**config.mk**
```make
export PLATFORM = sky130hd
export DESIGN_NAME = bm_read_scheduler
export DESIGN_NICKNAME = d
export VERILOG_FILES = /design/src/rtl/bm_sched_pkg.sv /design/src/rtl/rr_arbiter.sv /design/src/rtl/bm_read_scheduler.sv
export SDC_FILE = /design/constraint.sdc
export NUM_CORES = 1
export LEC_CHECK = 0
export ABC_AREA = 1
export BUFFER_PORTS_ARGS = -buffer_cell sky130_fd_sc_hd__buf_2
export CAP_MARGIN = 10
export CELL_PAD_IN_SITES_DETAIL_PLACEMENT = 0
export CELL_PAD_IN_SITES_GLOBAL_PLACEMENT = 2
export CORE_AREA = 2 2 72 74
export DETAILED_ROUTE_END_ITERATION = 8
export DIE_AREA = 0 0 74 76
export PLACE_DENSITY_LB_ADDON = 0.1
export SLEW_MARGIN = 20
export SYNTH_ARGS = -nofsm -noshare
export SYNTH_HDL_FRONTEND = slang
export SYNTH_SLANG_ARGS = --single-unit
```
**constraint.sdc**
```tcl
create_clock -name clk -period 4.36 [get_ports clk]
set_clock_uncertainty 0.2 [all_clocks]
set_input_delay 0.654 -clock clk [delete_from_list [all_inputs] [get_ports clk]]
set_output_delay 0.654 -clock clk [all_outputs]
set_load 0.005 [all_outputs]
```
**src/rtl/bm_sched_pkg.sv**
```systemverilog
// bm_sched_pkg: scheduler state encoding and default band geometry
package bm_sched_pkg;
  typedef enum logic [1:0] {ST_IDLE, ST_DISPATCH, ST_DRAIN, ST_DONE} bm_sched_state_t;
  localparam int DEF_NUM_BM = 2;
  localparam int DEF_THIRD_ROWS = 480;
  localparam int DEF_BAND_ROWS = 16;
endpackage

```
**src/rtl/rr_arbiter.sv**
```systemverilog
// rr_arbiter: combinational round-robin one-hot grant, search starts at ptr
module rr_arbiter #(
  parameter int N = 2,
  parameter int PW = N > 1 ? $clog2(N) : 1
) (
  input  logic [N-1:0]  req,
  input  logic [PW-1:0] ptr,
  output logic [N-1:0]  gnt,
  output logic          valid
);
  logic [PW-1:0] idx;
  always_comb begin
    gnt = '0;
    valid = 1'b0;
    idx = '0;
    for (int k = 0; k < N; k++) begin
      idx = PW'((int'(ptr) + k) % N);
      if (!valid && req[idx]) begin
        gnt[idx] = 1'b1;
        valid = 1'b1;
      end
    end
  end
endmodule

```
**src/rtl/bm_read_scheduler.sv**
```systemverilog
// bm_read_scheduler: hands row bands of each completed image to idle block matchers
module bm_read_scheduler
  import bm_sched_pkg::*;
#(
  parameter int NUM_BM = DEF_NUM_BM,
  parameter int THIRD_ROWS = DEF_THIRD_ROWS,
  parameter int BAND_ROWS = DEF_BAND_ROWS
) (
  input  logic              clk,
  input  logic              reset_n,
  input  logic [3:0]        image_number,
  input  logic [NUM_BM-1:0] bm_ready,
  input  logic [NUM_BM-1:0] bm_done,
  output logic [NUM_BM-1:0] bm_start,
  output logic [8:0]        bm_row,
  output logic              bm_buf,
  output logic              busy,
  output logic              frame_done,
  output logic [7:0]        overrun_cnt
);
  localparam int PW = NUM_BM > 1 ? $clog2(NUM_BM) : 1;
  localparam logic [4:0] LAST_BAND = 5'(THIRD_ROWS / BAND_ROWS - 1);
  bm_sched_state_t state, state_nxt;
  logic [3:0] img_q;
  logic last_buf, pending, evt, last_nxt, gnt_vld;
  logic [4:0] band;
  logic [NUM_BM-1:0] outstanding, live, req, gnt, out_nxt;
  logic [PW-1:0] rr_ptr, ptr_nxt;
  assign evt = image_number != img_q;
  assign last_nxt = last_buf ^ evt;
  assign live = outstanding & ~bm_done;
  assign req = state == ST_DISPATCH ? bm_ready & ~live : '0;
  assign out_nxt = live | gnt;
  rr_arbiter #(.N(NUM_BM), .PW(PW)) u_arb (
    .req  (req),
    .ptr  (rr_ptr),
    .gnt  (gnt),
    .valid(gnt_vld)
  );
  always_comb begin
    state_nxt = state;
    ptr_nxt = rr_ptr;
    for (int i = 0; i < NUM_BM; i++)
      if (gnt[i]) ptr_nxt = PW'((i + 1) % NUM_BM);
    unique case (state)
      ST_IDLE:     if (evt || pending) state_nxt = ST_DISPATCH;
      ST_DISPATCH: if (gnt_vld && band == LAST_BAND) state_nxt = ST_DRAIN;
      ST_DRAIN:    if (out_nxt == '0) state_nxt = ST_DONE;
      default:     state_nxt = ST_IDLE;
    endcase
  end
  always_ff @(posedge clk or negedge reset_n) begin
    if (!reset_n) begin
      state <= ST_IDLE;
      img_q <= '0;
      last_buf <= 1'b1;
      pending <= 1'b0;
      band <= '0;
      outstanding <= '0;
      rr_ptr <= '0;
      bm_start <= '0;
      bm_row <= '0;
      bm_buf <= 1'b0;
      busy <= 1'b0;
      frame_done <= 1'b0;
      overrun_cnt <= '0;
    end else begin
      state <= state_nxt;
      img_q <= image_number;
      last_buf <= last_nxt;
      pending <= state != ST_IDLE && (pending || evt);
      if (evt && pending && overrun_cnt != 8'hff) overrun_cnt <= overrun_cnt + 8'd1;
      outstanding <= out_nxt;
      rr_ptr <= ptr_nxt;
      bm_start <= gnt;
      if (gnt_vld) bm_row <= 9'(band * BAND_ROWS);
      band <= state == ST_IDLE ? '0 : band + 5'(gnt_vld);
      if (state == ST_IDLE && (evt || pending)) bm_buf <= last_nxt;
      busy <= state_nxt != ST_IDLE;
      frame_done <= state == ST_DONE;
    end
  end
endmodule
```
# Word level (Yosys, flattened, before mapping)
# Cells that the tools add are included.
# classes
mux	20
reduce_logical	15
n_eq_ne	6
bitwise	7
order_cmp	4
n_addsub	3
# op_table
cell	n
two-way mux 2 bit	6
two-way mux 1 bit	10
adder 8 x 1 -> 8 bit, second input constant	1
logical AND 1 bit	8
!= test 8 bit, second input constant	1
case mux 2 bit (3 select lines)	1
nonzero test 2 bit	3
adder 5 x 1 -> 5 bit	1
== test 5 bit, second input constant	1
two-way mux 5 bit	1
bitwise AND 2 bit	2
== test 2 bit, second input constant	2
zero test 2 bit	2
< comparator 1 x 2 -> 1 bit, second input constant	2
!= test 4 bit	1
inverter 2 bit	2
bitwise OR 2 bit	2
demux 1 bit (select 1 bit)	2
== test 2 x 1 -> 1 bit, second input constant	1
>= comparator 1 bit, second input constant	2
adder 1 bit, second input constant	1
zero test 1 bit	1
logical OR 1 bit	1
XOR 1 bit	1
# word_totals
register_bits	34
out_inout_bits	22
word_cells	68

# Depth between registers and ports, before layout
# Gate-level depths: netlist (run 1).
# depth
ltp_word	16
ltp_mapped	11

# Modules after synthesis
# A second synthesis (run 1) with hierarchy kept.
# hier_totals
hier_cells	187
hier_area_um2	1601.5
# modules_own_cells
module	cells_per_inst	area_each_um2	n_inst
bm_read_scheduler	181	1576.5	1
rr_arbiter	6	25.0	1

# Worst setup path before layout (run 1)
# No wires, ideal clock.
# synth_path
path_kind	input -> register
from	in bm_done[1]
to	reg band[4]
path_slack_ps	2267
n_path_buf	0
setup_ps	132
cell_stages	11
t_arrival_ps	1761
t_required_ps	4028
cell_sequence	inv_1 > nand2_1 > nand2_1 > inv_1 > nand2_1 > nand2_4 > ha_1 > ha_1 > inv_1 > o21ai_0 > nor3b_1
# synth_via
elab_chain_cells	13
word_cells_on_any_way	15
classes_between	add/sub (1); mux (8); bitwise (4); reduce/logical (2)
# synth_rtl
element	line	rtl
start: declaration	bm_read_scheduler.sv:13	input logic [NUM_BM-1:0] bm_done,
inverter 2 bit (*)	bm_read_scheduler.sv:31	assign live = outstanding & ~bm_done;
bitwise AND 2 bit (*)	bm_read_scheduler.sv:31	
inverter 2 bit (*)	bm_read_scheduler.sv:32	assign req = state == ST_DISPATCH ? bm_ready & ~live : '0;
bitwise AND 2 bit (*)	bm_read_scheduler.sv:32	
two-way mux 2 bit (*)	bm_read_scheduler.sv:32	
two-way mux 1 bit (implied by the code) (2 in series)	rr_arbiter.sv:18	if (!valid && req[idx]) begin
two-way mux 1 bit	rr_arbiter.sv:18	
zero test 1 bit	rr_arbiter.sv:18	
logical AND 1 bit	rr_arbiter.sv:18	
two-way mux 1 bit (*)	rr_arbiter.sv:18	
adder 5 x 1 -> 5 bit (*)	bm_read_scheduler.sv:77	band <= state == ST_IDLE ? '0 : band + 5'(gnt_vld);
two-way mux 5 bit (*)	bm_read_scheduler.sv:77	
end signal: assignment	bm_read_scheduler.sv:77	
end: declaration	bm_read_scheduler.sv:26	logic [4:0] band;
# Mark *: on every way between the ends. The rest lies on a longest branch, timed or not. The select of a mux whose other input is x is not followed.
# A chain may end at the register's enable or synchronous reset.

# Worst setup path after layout (run 1)
# Same ends and word-level chain as after synthesis.

==> reports/metrics.yaml, run 1 <==
avgViaCountPerCell: 4.20
first_global_vias: 1204
status: "completed"
hold_viol: 0
clock_sinks: 34
dieArea_um2: 5620
cts_buffers: 5
synth_cell_types: 25
port_buffers: 27
regArea_um2: 852
via_count: 1248
yosys.area.top_type: "dfrtp_1"
mappedNetlistArea_um2: 1610
path_cells: "buf_2, inv_1, nand2_1, nand2_1, inv_1, nand2_1, nand2_4, ha_1, ha_1, inv_1, o21ai_0, nor3b_1"
fillCellCount: 510
synthFlopType: "dfrtp_1"
start_util_pct: 32.8
syn2layout_area_growth_pct: 18.3
drc: 0
grt_use_total_pct: 13.0
r2r-end: "band[4]$_DFF_PN0_"
worst_path_largest_cell_delay_ns: 0.21
grt-ovfl-total: 0
place_ws_ns: 2.02
cts_hold_buf: 0
first_pass_iters: 4
post_drt_wl_per_cell_um: 10.9
multi_input_area_um2: 626
fin_crit_ns: 2.04
fp.dieW_um: 74
regToRegSetupSlack_ns: 2.34
placed_area_um2: 1810
dp_cells: 289
yosysSeqAreaShare_pct: 53.0
cp-endpoint: "band[4]$_DFF_PN0_"
critPathSlowestCell: "ha_1"
synth_seq_cells: 34
std_cell_rows: 26
routed_wl_mm: 3.23
finalPower_mw: 1.24
crit_type: "in -> reg"
final_nets: 239
dp_hpwl_mm: 2.28
final_common_cell: "nand2_1"
synth_top_family_by_area: "simple AND/OR/NAND/NOR gates"
min_period_over_period_pct: 46.7
power_density_nw_per_um2: 652
grt_max_degree: 35
crit_start: "bm_done[1]"
core_um2: 4910
clock.fmax_ghz: 0.491
slew_headroom_pct: 48.1
rsz0062_at_grt: "false"
yosysWarnings: 0
final.setup.tns_ns: 0
endpoint_kind: "flop"
start_kind: "input pin"
final_cell_mix: "58 x nand2_1, 33 x dfrtp_1, 27 x inv_1, 27 x buf_2, 18 x nand3_1"
tightestPinTransition_ns: 0.779
slew_violations: 0
synth_edf_count: 0
utilization_pct: 38.7
hold_class: "in -> async"
r2r_start: "state[1]$_DFF_PN0_"
ir_worst_vdd_uv: 249
syn_inst: 193
synth_xor_area_share_pct: 3.27
worstPathRequired_ns: 4.32
die_h_um: 76
cts_tree: "done"
h-tree-depth: 2
worst-path-max-fanout: 9
synth_top_area_share_pct: 51.3
synth_compound_area_share_pct: 3.42
cts_root_buffer: "clkbuf_8"
synthMuxAreaShare_pct: 0
synth_adder_area_share_pct: 2.33
final_cell_area_um2: 1900
clk_pin_slew_ns: 0.07
syn_avg_cell_area_um2: 8.34
first_iter_violations: 64
place_congestion: 0.771
grt_pass1_wl_mm: 5.62
p_leak_nw: 1.05
ioPinCount: 32
r2r_cells: 8
drv_cap: 0
setup_viol: 0
setup_ws_ns: 2.32
clock_path_buffers: 2
yosys.area_share.simple_pct: 28.9
antenna_found_initial: 0
cp.arrival_ns: 1.99
async_reset_ff_share_pct: 100
ant_nets: 0
clock_latency_ns: 0.29
cts_setup_buffers: 0
stdcell_count: 297
ctsResizeCount: 0
whs_ns: 0.229
synth.area.top_cells: "dfrtp_1 51%, nand2_1 14%, inv_1 6.3%"
layout-drive-gt1-share_pct: 19.8
insertedDiodeCount: 0
critical path, delay by kind of cell:
family,cells,cell delay [ns]
and+or+nand+nor,5,0.59
buffers and inverters,4,0.24
adders and majority gates,2,0.42
AOI/OAI and AO/OA,1,0.07
cell families after synthesis:
| kind of cell | count (synthesis) |
|---|---|
| AOI/OAI and AO/OA | 10 |
| DFF | 34 |
| buffers and inverters | 34 |
| xor gates and xnor gates | 6 |
| and+or+nand+nor | 105 |
| other | 1 |
| adders and majority gates | 3 |
synthesized netlist by cell type (2+ instances only):
library cell,n
a21oi_1,3
buf_4,4
dfrtp_1,33
ha_1,3
inv_1,27
inv_2,3
nand2_1,58
nand2_2,3
nand3_1,18
nand4_1,2
nor2_1,15
nor2_4,2
nor3_1,3
o21ai_0,4
xnor2_1,2
xor2_1,4
power by group:
group / switching (mW) / leakage, nW / internal (mW)
Sequential: 0.0970 / 0.411 / 0.442
Combinational: 0.271 / 0.597 / 0.187
Clock: 0.115 / 0.0455 / 0.129
per-layer routing:
metal,wire [µm],global-route usage (%),up-vias
met1,1430,15.5,566
li1,-,-,659
met3,120,4.10,5
met2,1630,21.6,18
met4,53,4.91,0
met5,0,0,-
how the worst min path moves through the flow:
stage | from | end | slack, ns | cells past startpoint
after detailed placement | bm_buf$_DFFE_PN0P_ | bm_buf$_DFFE_PN0P_ | 0.27 | 2
final | reset_n | img_q[0]$_DFF_PN0_ | 0.23 | 1
after floorplan | reset_n | band[0]$_DFF_PN0_ | 0.16 | 0
after global placement | bm_buf$_DFFE_PN0P_ | bm_buf$_DFFE_PN0P_ | 0.26 | 2
after global routing | image_number[1] | img_q[1]$_DFF_PN0_ | 0.28 | 1
after CTS | reset_n | img_q[0]$_DFF_PN0_ | 0.27 | 1
area by class of cell:
cell class,count,area share (%)
clock buffer,8,4.73
tap,70,4.60
multi-input combinational,128,32.9
timing repair buffer,27,7.10
sequential,34,44.8
inverter,30,5.92
flip-flops by register name, summed over array words and instances, names as in the netlist, 2 cells and up:
| register | count |
|---|---|
| overrun_cnt | 8 |
| band | 5 |
| bm_row | 5 |
| img_q | 4 |
| bm_start | 2 |
| outstanding | 2 |
| state | 2 |
(Power assumes the default switching activity.)
==> run 2, diff against run 1 <==
--- a/config.mk
+++ b/config.mk
@@ -10,9 +10,9 @@
 export CAP_MARGIN = 10
 export CELL_PAD_IN_SITES_DETAIL_PLACEMENT = 0
 export CELL_PAD_IN_SITES_GLOBAL_PLACEMENT = 2
-export CORE_AREA = 2 2 72 74
+export CORE_AREA = 2 2 79 81
 export DETAILED_ROUTE_END_ITERATION = 8
-export DIE_AREA = 0 0 74 76
+export DIE_AREA = 0 0 81 83
 export PLACE_DENSITY_LB_ADDON = 0.1
 export SLEW_MARGIN = 20
 export SYNTH_ARGS = -nofsm -noshare
==> constraint.sdc (replaced) <==
create_clock -name clk -period 1.7 [get_ports clk]
set_clock_uncertainty 0.2 [all_clocks]
set_input_delay 0.255 -clock clk [delete_from_list [all_inputs] [get_ports clk]]
set_output_delay 0.255 -clock clk [all_outputs]
set_load 0.005 [all_outputs]
==> run 2 against run 1 <==
Effect of this change: non-clock buffer count grew 20; routed wire length is 7.8% higher; die area rose by 20%; sequential share of layout area decreased by 5.2 points; first-iteration DRC count decreased by 17%; register-to-register slack got worse by 2.3 ns; clock power rose to 2.5 times the previous value; critical path depth shrank 1; core utilization shrank 1.7 points.
==> reports/metrics.yaml, run 2 (synthesis gave the netlist of run 1 again) <==
met2WireLength_mm: 1.80  # +10%
path_cells: "inv_2, nor2_4, inv_2, nor2_4, inv_2, nand2_4, ha_4, ha_4, buf_4, xnor2_1, nor2_1"
drc: 0  # unchanged
antenna_found_initial: 0  # unchanged
clock.fmax_ghz: 0.590
layout-drive-gt1-share_pct: 28.3  # +8.5 points
met1Wirelength_mm: 1.48  # +3.9%
worst_path_largest_cell_delay_ns: 0.40  # +0.19 ns
top_regs: "overrun_cnt: 8 flops, band: 5 flops, bm_row: 5 flops"
grt_pass1_wl_mm: 6.05  # +7.7%
final.setup.tns_ns: 0  # unchanged
die_h_um: 83  # +9.2%
dp_cells: 303  # +4.8%
clk_pin_slew_ns: 0.07  # about the same
via_count: 1341  # +7.5%
cts_root_buffer: "clkbuf_8"
crit_type: "reg -> reg"
dp_hpwl_mm: 2.58  # +13%
first_iter_violations: 53  # -17%
grt_use_total_pct: 11.5  # -1.5 points
endpoint_kind: "flop"
final_cell_mix: "57 x nand2_1, 32 x dfrtp_1, 27 x buf_2"
final_nets: 259  # +8.4%
cts_tree: "done"
cts_buffers: 5  # unchanged
setup_ws_ns: 0.00435  # -2.32 ns
avgViaCountPerCell: 4.16  # -0.89%
final_common_cell: "nand2_1"
h-tree-depth: 2  # unchanged
slew_violations: 0  # unchanged
clock_path_buffers: 2  # unchanged
syn2layout_area_growth_pct: 34.0
grt-ovfl-total: 0  # unchanged
insertedDiodeCount: 0  # unchanged
grt_max_degree: 19  # -46%
min_period_over_period_pct: 99.7
largest_reg_flops: 8  # unchanged
post_drt_wl_per_cell_um: 10.8  # -0.60%
regMostFlops: "overrun_cnt"
routed_wl_mm: 3.48  # +7.8%
dr_wl_met3_um: 148  # +23%
fp.dieW_um: 81  # +9.5%
clock_latency_ns: 0.28  # about the same
first_pass_iters: 2  # -2
top_layer: "met4"
critPathSlowestCell: "dfrtp_1"
stdcell_count: 322  # +8.4%
place_ws_ns: -0.00944  # -2.03 ns
hold_class: "in -> reg"
cp.arrival_ns: 1.67  # -0.32 ns
start_util_pct: 27.7  # -5.1 points
setup_viol: 0  # unchanged
fin_crit_ns: 1.70
drv_cap: 0  # unchanged
dieArea_um2: 6720  # +20%
crit_path_frequent_cell: "inv_2"
p_leak_nw: 1.16  # +10%
first_global_vias: 1314  # +9.1%
ant_nets: 0  # unchanged
place_congestion: 0.757  # -1.7%
whs_ns: 0.132  # -0.0970 ns
std_cell_rows: 28  # +7.7%
core_um2: 5820  # +18%
hold_viol: 0  # unchanged
power_density_nw_per_um2: 1630  # +150%
clock_sinks: 34  # unchanged
start_kind: "flop"
ioPinCount: 32  # unchanged
worstPathRequired_ns: 1.68  # -2.64 ns
worst-path-max-fanout: 3  # -6
utilization_pct: 37.1  # -1.7 points
rsz0062_at_grt: "true"
port_buffers: 27  # unchanged
status: "completed"
ir_worst_vdd_uv: 557  # +120%
run 2: what timing repair did:
| item | 4_1_cts | 5_1_grt |
|---|---|---|
| pin swaps | 1 | 2 |
| hold buffers | 5 | 0 |
| setup buffers | 4 | 2 |
| endpoints found under the setup margin | 1 | 10 |
| gates resized for setup | 0 | 5 |
| endpoints found under the hold margin | 19 | 0 |
run 2: routing by layer:
| layer | GRT usage, % | vias up |
|---|---|---|
| met2 | 19.5 | 20 |
| met1 | 13.8 | 621 |
| met5 | 0 | - |
| met3 | 3.04 | 6 |
| met4 | 4.16 | 0 |
| li1 | - | 694 |
run 2: final timing paths:
path	from	cells after the start	to	slack [ns]
max	state[0]$_DFF_PN0_	11	band[2]$_DFF_PN0_	0.004
min	bm_done[1]	4	outstanding[1]$_DFF_PN0_	0.13
max reg2reg	state[0]$_DFF_PN0_	11	band[2]$_DFF_PN0_	0.004
min reg2reg	bm_buf$_DFFE_PN0P_	2	bm_buf$_DFFE_PN0P_	0.28
max in group asynchronous	reset_n	3	state[1]$_DFF_PN0_	0.61
min in group asynchronous	reset_n	2	bm_row[5]$_DFFE_PN0N_	0.23
run 2: critical path: cells and delay by family (launching register included):
family / cells / cell delay, ns
buf+inv: 4 / 0.35
flops: 1 / 0.40
simple gates: 4 / 0.21
xor+xnor: 1 / 0.13
fa+ha+maj: 2 / 0.31
run 2: area by class of cell:
class / instances / area (µm²)
clock inverters: 2 / 12.5
multi-input cells: 128 / 687
clock buffers: 6 / 82.6
inverters: 30 / 113
well taps: 75 / 93.8
fillers: 622 / 3660
repair buffers: 47 / 314
flip-flops and latches: 34 / 853
run 2: where the power goes:
part	switching, mW	internal (mW)	leakage [nW]
logic	0.813	0.719	0.706
clock network	0.290	0.325	0.0472
registers	0.224	1.13	0.409
run 2: stage by stage:
step	power (mW)	instance area, µm²
6_report	3.50	2160
5_1_grt	3.85	2160
4_1_cts	3.50	2110
3_5_place_dp	2.78	1940
3_3_place_gp	2.76	1940
2_1_floorplan	2.24	1660
==> run 3, diff against run 2 <==
--- a/config.mk
+++ b/config.mk
@@ -17,4 +17,5 @@
 export SLEW_MARGIN = 20
 export SYNTH_ARGS = -nofsm -noshare
 export SYNTH_HDL_FRONTEND = slang
+export SYNTH_HIERARCHICAL = 1
 export SYNTH_SLANG_ARGS = --single-unit
==> run 3 against run 2 <==
Effect of this change: the flow now finishes with violations (negative setup slack); setup slack worse by 0.054 ns; first-iteration DRC count down 40%; sequential power about the same; synthesized cell count down 3.1%; worst hold slack better by 0.0060 ns; non-clock buffer count up 7; critical path type unchanged; total power down 3.7%; die area unchanged; routed wire length down 5.0%.
==> reports/metrics.yaml, run 3 <==
status: "complete, but fails checks"
violations: "negative setup slack"
clk_pin_slew_ns: 0.06  # about the same
mappedNetlistArea_um2: 1600  # -0.47%
yosysWarnings: 6  # +6
drv_cap: 0  # unchanged
layout-drive-gt1-share_pct: 35.9  # +7.6 points
cts_buffers: 5  # unchanged
worstPathRequired_ns: 1.66  # -0.02 ns
setup_ws_ns: -0.0495  # -0.0539 ns
cts_tree: "done"
finalPower_mw: 3.37  # -3.7%
dieArea_um2: 6720  # unchanged
synth_seq_cells: 34  # unchanged
antenna_found_initial: 0  # unchanged
synth_compound_area_share_pct: 6.17  # +2.8 points
endpoint_kind: "flop"
fin_crit_ns: 1.75  # +0.0539 ns
core_um2: 5820  # unchanged
post_drt_wl_per_cell_um: 10.3  # -4.4%
regMostFlops: "overrun_cnt"
final_nets: 258  # -0.39%
clock_latency_ns: 0.28  # about the same
fillCellCount: 641  # +3.1%
synth_adder_area_share_pct: 2.34  # +0.011 points
fp.dieW_um: 81  # unchanged
start_util_pct: 27.5  # -0.13 points
std_cell_rows: 28  # unchanged
worst-path-max-fanout: 3  # unchanged
routed_wl_mm: 3.31  # -5.0%
setup_viol: 3  # +3
p_leak_nw: 1.18  # +1.4%
final_common_cell: "nand2_1"
final_cell_area_um2: 2210  # +2.7%
synth_cell_types: 25  # unchanged
start_kind: "flop"
synth_xor_area_share_pct: 3.28  # +0.015 points
place_congestion: 0.719  # -5.1%
drc: 0  # unchanged
power_density_nw_per_um2: 1520  # -6.2%
first_iter_violations: 32  # -40%
port_buffers: 27  # unchanged
ioPinCount: 32  # unchanged
avgViaCountPerCell: 4.00  # -3.9%
crit_type: "reg -> reg"
rsz0062_at_grt: "true"
largest_reg_flops: 8  # unchanged
ant_nets: 0  # unchanged
yosysSeqAreaShare_pct: 53.2  # +0.25 points
clock_sinks: 34  # unchanged
syn_inst: 187  # -3.1%
clock_path_buffers: 2  # unchanged
synth_top_family_by_area: "simple AND/OR/NAND/NOR gates"
ir_worst_vdd_uv: 600  # +7.8%
yosysMostFrequentCell: "nand2_1"
final_cell_mix: "38 x nand2_1, 36 x inv_1, 33 x dfrtp_1"
grt_max_degree: 20  # +1
dp_hpwl_mm: 2.46  # -4.4%
placed_area_um2: 1960  # +1.4%
synthFlopType: "dfrtp_1"
hold_class: "in -> reg"
cts_root_buffer: "clkbuf_8"
synth.area.top_cells: "dfrtp_1 52%, nand2_1 10%, inv_1 9.6%"
top_regs: "overrun_cnt: 8 flops, band: 5 flops, bm_row: 5 flops"
h-tree-depth: 2  # unchanged
syn_avg_cell_area_um2: 8.56  # +2.7%
first_global_vias: 1354  # +3.0%
yosys.area.top_type: "dfrtp_1"
syn2layout_area_growth_pct: 38.2
hold_viol: 0  # unchanged
slew_violations: 0  # unchanged
grt_pass1_wl_mm: 5.73  # -5.3%
synth_top_area_share_pct: 51.6  # +0.24 points
first_pass_iters: 4  # +2
insertedDiodeCount: 0  # unchanged
min_period_over_period_pct: 103  # +3.2 points
die_h_um: 83  # unchanged
async_reset_ff_share_pct: 100  # unchanged
cp.arrival_ns: 1.71  # +0.04 ns
synth_edf_count: 0  # unchanged
synthMuxAreaShare_pct: 2.11  # +2.1 points
grt_use_total_pct: 11.1  # -0.43 points
grt-ovfl-total: 0  # unchanged
yosys.area_share.simple_pct: 20.2  # -8.8 points
ys_top_cells_by_count: "44 x nand2_1, 41 x inv_1, 33 x dfrtp_1, 13 x nor2_1, 9 x o21ai_0"
via_count: 1281  # -4.5%
clock.fmax_ghz: 0.572  # -3.1%
==> run 3: cell count changes after synthesis, sizes merged <==
| cell | previous run | this run |
|---|---|---|
| nor3 | 3 | 2 |
| o21ai | 5 | 12 |
| inv | 30 | 41 |
| mux2 | 0 | 3 |
| nand3 | 18 | 6 |
| a21oi | 4 | 5 |
| nor2 | 18 | 16 |
| nand4 | 2 | 4 |
| nand2 | 62 | 46 |
| nand3b | 1 | 0 |
| buf | 4 | 6 |
==> run 3: worst max-delay path: stages (launching register included) <==
cell and delay [ns]:
dfrtp_1 0.41, nor2_4 0.14, inv_4 0.06, nor2_4 0.10, inv_2 0.06, nand2_4 0.09, nand2_2 0.06, nor2_1 0.08
nand4_1 0.15, a21oi_2 0.20, nand3_1 0.09
==> run 3: layout make-up <==
cell class | instances | area, µm² | share of cell area [%]
Timing Repair Buffer | 54 | 369 | 16.7
Sequential cell | 34 | 852 | 38.5
Multi-Input combinational cell | 109 | 666 | 30.1
Inverter | 41 | 156 | 7.07
Clock buffer | 7 | 76.3 | 3.45
Tap cell | 75 | 93.8 | 4.24
==> run 3: logic make-up after synthesis <==
family,after synthesis
xor+xnor,6
fa+ha+maj,3
simple gates,75
buf+inv,47
other cells,1
flops,34
mux,3
compound gates,18
==> run 3: stage by stage <==
step	setup TNS, ns	hold slack, ns	worst slack, ns	cells	util (%)
after detailed placement	-0.350	0.0113	-0.161	302	33.8
final	-0.0858	0.138	-0.0495	320	38.1
after global routing	-0.565	0.190	-0.191	320	38.1
after CTS	-0.101	0.141	-0.0562	318	37.2
after floorplan	-0.174	-0.241	-0.0777	190	-
after global placement	-0.241	0.00829	-0.102	302	33.8
==> run 3: worst paths after layout <==
path / depth (start not counted) / from / end / slack [ns]
max in group asynchronous: 3 / reset_n / last_buf$_DFF_PN1_ / 0.57
min reg2reg: 2 / bm_buf$_DFFE_PN0P_ / bm_buf$_DFFE_PN0P_ / 0.29
min: 5 / bm_done[0] / outstanding[0]$_DFF_PN0_ / 0.14
max reg2reg: 10 / state[1]$_DFF_PN0_ / busy$_DFF_PN0_ / -0.05
max: 10 / state[1]$_DFF_PN0_ / busy$_DFF_PN0_ / -0.05
min in group asynchronous: 2 / reset_n / rr_ptr$_DFFE_PN0P_ / 0.23
==> run 3: repair_timing <==
action / in CTS / in global routing
resized for setup: 15 / 11
endpoints found under the setup margin: 3 / 16
buffers inserted: 4 / 2
hold buffers: 5 / 0
gates cloned: 0 / 1
hold endpoints to repair: 19 / 0
pin swaps: 6 / 7
==> run 3: per-layer routing <==
metal / global-route usage (%) / up-vias / part of all wire [%]
met5: 0 / - / 0
met2: 18.7 / 21 / 51
met3: 3.70 / 4 / 4.2
met1: 12.8 / 583 / 43
li1: - / 673 / -
met4: 4.16 / 0 / 1.1
==> run 3: power breakdown <==
part	total [mW]	switching, mW	internal, mW
sequential	1.33	0.206	1.12
clock	0.556	0.275	0.282
combinational	1.49	0.733	0.759
total	3.37	1.21	2.16
